File: src/rtl/mem_arbiter.sv
// Round-robin arbiter sharing one memory port between instruction fetch and load/store.
// Registered request/ready handshake with an optional per-transaction timeout.
module mem_arbiter #(
  parameter int WIDTH   = 16,
  parameter int TIMEOUT = 16
) (
  input  logic             clock,
  input  logic             reset_n,
  input  logic             if_req,
  input  logic [WIDTH-1:0] if_addr,
  output logic             if_ack,
  output logic [WIDTH-1:0] if_rdata,
  output logic             if_err,
  input  logic             d_req,
  input  logic             d_we,
  input  logic [WIDTH-1:0] d_addr,
  input  logic [WIDTH-1:0] d_wdata,
  output logic             d_ack,
  output logic [WIDTH-1:0] d_rdata,
  output logic             d_err,
  output logic [WIDTH-1:0] mem_address,
  output logic [WIDTH-1:0] mem_wdata,
  output logic             mem_read,
  output logic             mem_write,
  input  logic [WIDTH-1:0] mem_value,
  input  logic             mem_ready,
  output logic             busy
);

  localparam int CNT_W = (TIMEOUT > 1) ? $clog2(TIMEOUT) : 1;
  localparam logic [CNT_W-1:0] LP_CNT_LAST = CNT_W'(TIMEOUT - 1);

  typedef enum logic [1:0] {ST_IDLE, ST_WAIT, ST_DONE} state_t;

  state_t           r_state, w_state_nxt;
  logic             r_ptr, w_ptr_nxt;          // 1: data port has priority on a tie
  logic             r_sel_d, w_sel_d_nxt;      // 1: data port owns the current transaction
  logic [CNT_W-1:0] r_cnt, w_cnt_nxt;
  logic             w_grant_d;
  logic             w_timeout;
  logic [WIDTH-1:0] w_addr_nxt, w_wdata_nxt, w_if_rdata_nxt, w_d_rdata_nxt;
  logic             w_rd_nxt, w_wr_nxt, w_busy_nxt;
  logic             w_if_ack_nxt, w_if_err_nxt, w_d_ack_nxt, w_d_err_nxt;

  always_comb begin
    w_state_nxt    = r_state;
    w_ptr_nxt      = r_ptr;
    w_sel_d_nxt    = r_sel_d;
    w_cnt_nxt      = r_cnt;
    w_addr_nxt     = mem_address;
    w_wdata_nxt    = mem_wdata;
    w_rd_nxt       = mem_read;
    w_wr_nxt       = mem_write;
    w_if_rdata_nxt = if_rdata;
    w_d_rdata_nxt  = d_rdata;
    w_if_ack_nxt   = 1'b0;
    w_if_err_nxt   = 1'b0;
    w_d_ack_nxt    = 1'b0;
    w_d_err_nxt    = 1'b0;
    w_grant_d      = d_req && (!if_req || r_ptr);
    w_timeout      = (TIMEOUT != 0) && (r_cnt == LP_CNT_LAST);

    case (r_state)
      ST_IDLE: begin
        if (if_req || d_req) begin
          w_state_nxt = ST_WAIT;
          w_cnt_nxt   = '0;
          w_sel_d_nxt = w_grant_d;
          if (w_grant_d) begin
            w_addr_nxt  = d_addr;
            w_wdata_nxt = d_wdata;
            w_rd_nxt    = !d_we;
            w_wr_nxt    = d_we;
          end else begin
            w_addr_nxt  = if_addr;
            w_rd_nxt    = 1'b1;
            w_wr_nxt    = 1'b0;
          end
        end
      end
      ST_WAIT: begin
        w_cnt_nxt = r_cnt + 1'b1;
        // mem_ready wins over a coincident timeout
        if (mem_ready || w_timeout) begin
          w_state_nxt = ST_DONE;
          w_rd_nxt    = 1'b0;
          w_wr_nxt    = 1'b0;
          w_ptr_nxt   = !r_sel_d;
          if (r_sel_d) begin
            w_d_ack_nxt = 1'b1;
            w_d_err_nxt = !mem_ready;
            if (mem_ready && !mem_write) w_d_rdata_nxt = mem_value;
          end else begin
            w_if_ack_nxt = 1'b1;
            w_if_err_nxt = !mem_ready;
            if (mem_ready) w_if_rdata_nxt = mem_value;
          end
        end
      end
      ST_DONE: w_state_nxt = ST_IDLE;
      default: w_state_nxt = ST_IDLE;
    endcase

    w_busy_nxt = (w_state_nxt != ST_IDLE);
  end

  always_ff @(posedge clock or negedge reset_n) begin
    if (!reset_n) begin
      r_state     <= ST_IDLE;
      r_ptr       <= 1'b0;
      r_sel_d     <= 1'b0;
      r_cnt       <= '0;
      mem_address <= '0;
      mem_wdata   <= '0;
      mem_read    <= 1'b0;
      mem_write   <= 1'b0;
      if_ack      <= 1'b0;
      if_err      <= 1'b0;
      if_rdata    <= '0;
      d_ack       <= 1'b0;
      d_err       <= 1'b0;
      d_rdata     <= '0;
      busy        <= 1'b0;
    end else begin
      r_state     <= w_state_nxt;
      r_ptr       <= w_ptr_nxt;
      r_sel_d     <= w_sel_d_nxt;
      r_cnt       <= w_cnt_nxt;
      mem_address <= w_addr_nxt;
      mem_wdata   <= w_wdata_nxt;
      mem_read    <= w_rd_nxt;
      mem_write   <= w_wr_nxt;
      if_ack      <= w_if_ack_nxt;
      if_err      <= w_if_err_nxt;
      if_rdata    <= w_if_rdata_nxt;
      d_ack       <= w_d_ack_nxt;
      d_err       <= w_d_err_nxt;
      d_rdata     <= w_d_rdata_nxt;
      busy        <= w_busy_nxt;
    end
  end

endmodule

File: config.mk
export PLATFORM = sky130hd
export DESIGN_NAME = mem_arbiter
export DESIGN_NICKNAME = d
export VERILOG_FILES = /design/src/rtl/mem_arbiter.sv
export SDC_FILE = /design/constraint.sdc
export NUM_CORES = 1
export LEC_CHECK = 0
export ABC_AREA = 1
export CAP_MARGIN = 15
export CORE_MARGIN = 10
export CORE_UTILIZATION = 41
export DETAILED_ROUTE_END_ITERATION = 10
export DONT_BUFFER_PORTS = 1
export GPL_TIMING_DRIVEN = 0
export PLACE_DENSITY = 0.55
export SLEW_MARGIN = 20
export SYNTH_ARGS = -nofsm -noshare
export SYNTH_HDL_FRONTEND = slang
export SYNTH_SLANG_ARGS = --single-unit
File: constraint.sdc
create_clock -name clock -period 1.3 [get_ports clock]
set_input_delay 0.26 -clock clock [delete_from_list [all_inputs] [get_ports clock]]
set_output_delay 0.26 -clock clock [all_outputs]
set_load 0.005 [all_outputs]
Yosys cells after proc, flatten, opt, wreduce, memory -nomap -nowiden
Cells that the tools add are included.
{"block": "totals", "reg_bits": 79, "latchBits": 0, "ramBits": 0, "romBits": 0, "inputBits": 70, "output_inout_bits": 71, "word_cells": 66, "n_memories": 0}
{"block": "op_classes", "n_addsub": 1, "n_mul": 0, "div_mod_pow": 0, "n_lt_le_gt_ge": 0, "eq_ne": 4, "n_shift": 0, "mux": 25, "bitwise": 1, "n_reduce_logical": 20}
{"cell": "$mux W1", "count": 17}
{"cell": "$mux W16", "count": 1}
{"cell": "$pmux W4 S2", "count": 1}
{"cell": "$reduce_and A4 Y1", "count": 2}
{"cell": "$reduce_and A2 Y1", "count": 3}
{"cell": "$reduce_and A3 Y1", "count": 2}
{"cell": "$logic_not A1 Y1", "count": 5}
{"cell": "$add A4 B1 Y4 const B", "count": 1}
{"cell": "$eq A4 B4 Y1 const B", "count": 1}
{"cell": "$mux W2", "count": 2}
{"cell": "$mux W4", "count": 1}
{"cell": "$ne A2 B2 Y1 const B", "count": 2}
{"cell": "$pmux W1 S2", "count": 2}
{"cell": "$pmux W2 S2", "count": 1}
{"cell": "$reduce_bool A2 Y1", "count": 2}
{"cell": "$logic_or A1 B1 Y1", "count": 3}
{"cell": "$eq A2 B1 Y1 const B", "count": 1}
{"cell": "$logic_and A1 B1 Y1", "count": 2}
{"cell": "$logic_not A2 Y1", "count": 1}
{"cell": "$not A1 Y1", "count": 1}

Longest topological paths before layout
Gate-level depths: netlist (run 1).
{"block": "logic_depth", "word_depth": 6, "depth_mapped": 8, "ltp_nobuf": 7}

Worst setup path before layout (run 1)
No wires, ideal clock.
{"block": "synth_timing", "kind": "reg-to-reg", "startpoint": "register r_cnt[0]", "endpoint": "register d_rdata[10]", "setup_time_ns": 0.118, "arrival_time_ns": 1.111, "required_ns": 1.182, "setup_slack_ns": 0.071, "stages_incl_launch_ff": 7, "n_path_buf": 1, "synth_period_minus_slack_ns": 1.229, "path_cell_list": "dfrtp_1 > ha_1 > nand3_1 > nand2_2 > buf_4 > nand4_1 > nand2_1"}
{"block": "synth_between", "elab_chain_cells": 3}
{"element": "from (decl)", "line": "38", "text": "logic [CNT_W-1:0] r_cnt, w_cnt_nxt;"}
{"element": "from (signal assigned)", "line": "128", "text": "r_cnt <= w_cnt_nxt;"}
{"element": "$eq A4 B4 Y1", "line": "61", "text": "w_timeout = (TIMEOUT != 0) && (r_cnt == LP_CNT_LAST);"}
{"element": "$logic_or A1 B1 Y1", "line": "84", "text": "if (mem_ready || w_timeout) begin"}
{"element": "$reduce_and A4 Y1 (no line)"}
{"element": "to (signal assigned)", "line": "138", "text": "d_rdata <= w_d_rdata_nxt;"}
{"element": "to (decl)", "line": "19", "text": "output logic [WIDTH-1:0] d_rdata,"}
No other way between the ends.
A chain may end at the register's enable or synchronous reset.

Final worst setup path (run 1)
{"block": "layout_timing", "startpoint": "register r_cnt[1]", "endpoint": "register r_ptr"}
{"block": "layout_between", "elab_chain_cells": 3}
{"element": "$eq A4 B4 Y1", "line": "61"}
{"element": "$logic_or A1 B1 Y1", "line": "84"}
{"element": "$reduce_and A2 Y1 (no line)"}
{"element": "to (signal assigned)", "line": "126", "text": "r_ptr <= w_ptr_nxt;"}
{"element": "to (decl)", "line": "36", "text": "logic r_ptr, w_ptr_nxt;"}
No other way between the ends.

==> results of run 1 <==
-- how the worst min path moves through the flow --
| stage | slack, ps | cells past startpoint | end | start |
|---|---|---|---|---|
| 2_1_floorplan | -40 | 0 | busy | reset_n |
| 3_3_place_gp | -30 | 0 | d_rdata[3] | reset_n |
| 3_5_place_dp | -30 | 0 | d_rdata[3] | reset_n |
| 4_1_cts | -420 | 0 | d_rdata[3] | reset_n |
| 5_1_grt | -420 | 0 | d_rdata[3] | reset_n |
| 6_report | -390 | 0 | d_rdata[3] | reset_n |
-- cell families after synthesis --
logic type | share of synthesized area, %
adder cells (fa/ha/maj) | 0.358
XOR/XNOR | 0.250
AO/OA/AOI/OAI | 4.04
buffers and inverters | 8.05
flip-flops | 56.5
AND/OR/NAND/NOR | 30.8
-- report_power, final --
part	internal, W	switching, W
Clock	0.000929	0.000888
Combinational	0.00119	0.00176
Sequential	0.00357	0.00101
Total	0.00569	0.00366
-- critical path, stage by stage, from the launching register on --
cell and delay [ps]:
dfrtp_1 370, ha_2 210, nand3_2 100, nand2_4 140, nand2_2 140, nand2_1 90
o21ai_1 60
-- registers in the layout (all words and copies together), names as in the netlist --
signal,count
d_ack,1
mem_wdata,16
r_state,2
mem_address,16
r_sel_d,1
busy,1
if_ack,1
r_ptr,1
if_err,1
if_rdata,16
d_rdata,16
r_cnt,4
mem_read,1
mem_write,1
d_err,1
-- timing repair --
item / in CTS / in global routing
cloned: 0 / 1
setup buffers: 4 / 6
resized for setup: 5 / 24
endpoints found under the setup margin: 46 / 62
hold endpoints to repair: 81 / 79
pin swaps: 2 / 4
-- cell usage in the layout, fill, tap and decap left out, types with 2 or more instances in the layout --
cell type   instances
nand3b_1           16
nand3_1            39
dfrtp_2             2
inv_2               4
inv_8               2
clkbuf_4            3
buf_4              11
nand2_4             4
nand2_1           137
buf_6               7
nand4_4             2
o21ai_1             7
nor2_1              3
buf_2               3
o21ai_2             6
o21ai_0             8
clkbuf_8           10
clkinv_2            3
dfrtp_1            77
clkbuf_2            2
nand4_1            17
nand2_2             2
clkinvlp_4          2
inv_1              36
nor3_1              2
nor2_4              2
-- Yosys cell counts --
cell / number
a21oi_1: 1
buf_2: 8
buf_4: 3
buf_6: 4
clkbuf_1: 3
dfrtp_1: 79
ha_1: 1
inv_1: 38
inv_2: 2
inv_4: 2
nand2_1: 137
nand2_2: 5
nand2_4: 2
nand3_1: 40
nand3_4: 1
nand3b_1: 16
nand4_1: 17
nand4_4: 1
nor2_1: 3
nor2_4: 2
nor3_1: 2
o21ai_0: 9
o21ai_1: 6
o21ai_2: 7
xnor2_1: 1
-- area by class of cell --
cell class	count	area [um^2]	area share, %
Tap cell	105	131	3.28
Inverter	42	173	4.31
Sequential cell	79	1980	49.4
Clock buffer	10	138	3.44
Buffer	17	138	3.44
Multi-Input combinational cell	252	1300	32.5
Timing Repair Buffer	11	85.1	2.13
Clock inverter	6	60.1	1.50
-- stage by stage --
step	instances	hold slack, ps	area [um^2]	setup TNS (ps)
5_1_grt	522	-420	4000	-53.6
3_5_place_dp	495	-32.4	3630	-2350
6_report	522	-393	4000	0
4_1_cts	515	-421	3880	-138
3_3_place_gp	495	-32.1	3630	-1590
2_1_floorplan	390	-35.6	3500	0
-- metal layers --
metal | routed length [um] | track usage [%] | vias up
met5 | 0 | 0 | -
met4 | 157 | 5.92 | 0
met3 | 1090 | 7.08 | 12
met2 | 4170 | 21.5 | 115
met1 | 3960 | 17.2 | 1225
li1 | - | - | 1297
==> metrics, run 1 <==
outcome=complete, but fails checks; violations in the final reports=hold timing; endpoints failing setup=0; wire per inst=around 18 um; Hold Fails Final Rpt=just under 80; die footprint=approximately 13000 um^2; post-synthesis instance area=3500 um^2; RSZ-0062 raised after global routing=true; sequential fraction of the synthesis area=a little under three fifths; required time of the critical path=about 1500 ps; CP arrival=between 1000 and 1500 ps; power per cell area=around 2300 nW/um^2; Hold WS=-393 ps; worst r2r path cells=6; io pins=about 140; DR iter-0 viols=between 100 and 150; Yosys Warn Count=0; Area contributors post-synth=dfrtp_1 (57%), nand2_1 (15%), nand3_1 (5.7%), inv_1 (4.1%), nand3b_1 (3.4%); post-synth top area share=between 50% and 60%; RePlAce Congestion=0.798; fin crit share=between 90 and 100%; Setup crit start=r_cnt[1]; Synth cell types=25; Crit. End Element=register; Vias=~2600; routed vias/inst=a little over 5; Slew headroom=74.3%; Util after Layout=48.5%; Startpoint Class=register; # diodes=0; RR Endpoint=r_ptr; vias in the first global route=2772; skew final=between 8 and 9 ps; first-pass GRT wire length=between 10 and 15 mm; Post-Place Worst Slack=-95.7 ps; count of pins over their slew limit=0; worst-margin pin slew=386 ps; Final HPWL DP=6.94 mm; final worst slack=roughly 78 ps; CTS clk-pin slew, worst paths=80 ps; final wirelength=about 9.4 mm; CTS buffer count=9; DRC viols=0; fraction of final layout cells sized beyond drive strength 1=between 10% and 20%; largest net degree at the start of global routing=80; Overflow after GRT=0; die height=approximately 110 um; CP Class=register to register; crit path to=r_ptr; Max H-tree Level=3; starting density of the core=42.4%; final total power=just over 0.009 W; clk root buf=clkbuf_8; area leader, netlist=dfrtp_1; Clock Path Buffers=2; min Tclk post-route=roughly 1200 ps; Nets=between 400 and 500; CORE AREA=8260 um^2; port bufs=0; largest fanout on the critical path=9; drt pass-1 iters=4; Rows=33; die width=112 um; CTS sink cnt=79; #FFs+latches synth=79; clk_lat worst skew=340 ps; Layout area overhead=14.4%; Hold Path Class=primary input to asynchronous set/reset pin; Layout fillers=between 800 and 900; max-cap violation count=0; Leak=between 2 and 2.5 nW; antenna violations before repair=0; hold buffers post-CTS=1; Final ANT Viol Nets=0; FMAX=around 820 MHz; r2r setup slk=roughly 78 ps; origin of the critical flop-to-flop path=r_cnt[1]; Mapped Cells=a little under 400; syn nets=461; maximum vdd ir drop=701 uV; CTS tree=done; gr usage total=around 14%; Synth Area per Inst=about 9.0 um^2
No activity file was read; power rests on OpenSTA's default activity.
==> run 2: changes to the inputs <==
SLEW_MARGIN = unset   (was 20)
==> results of run 2 <==
The final DEF is identical to that of run 1; final timing and power are the same.
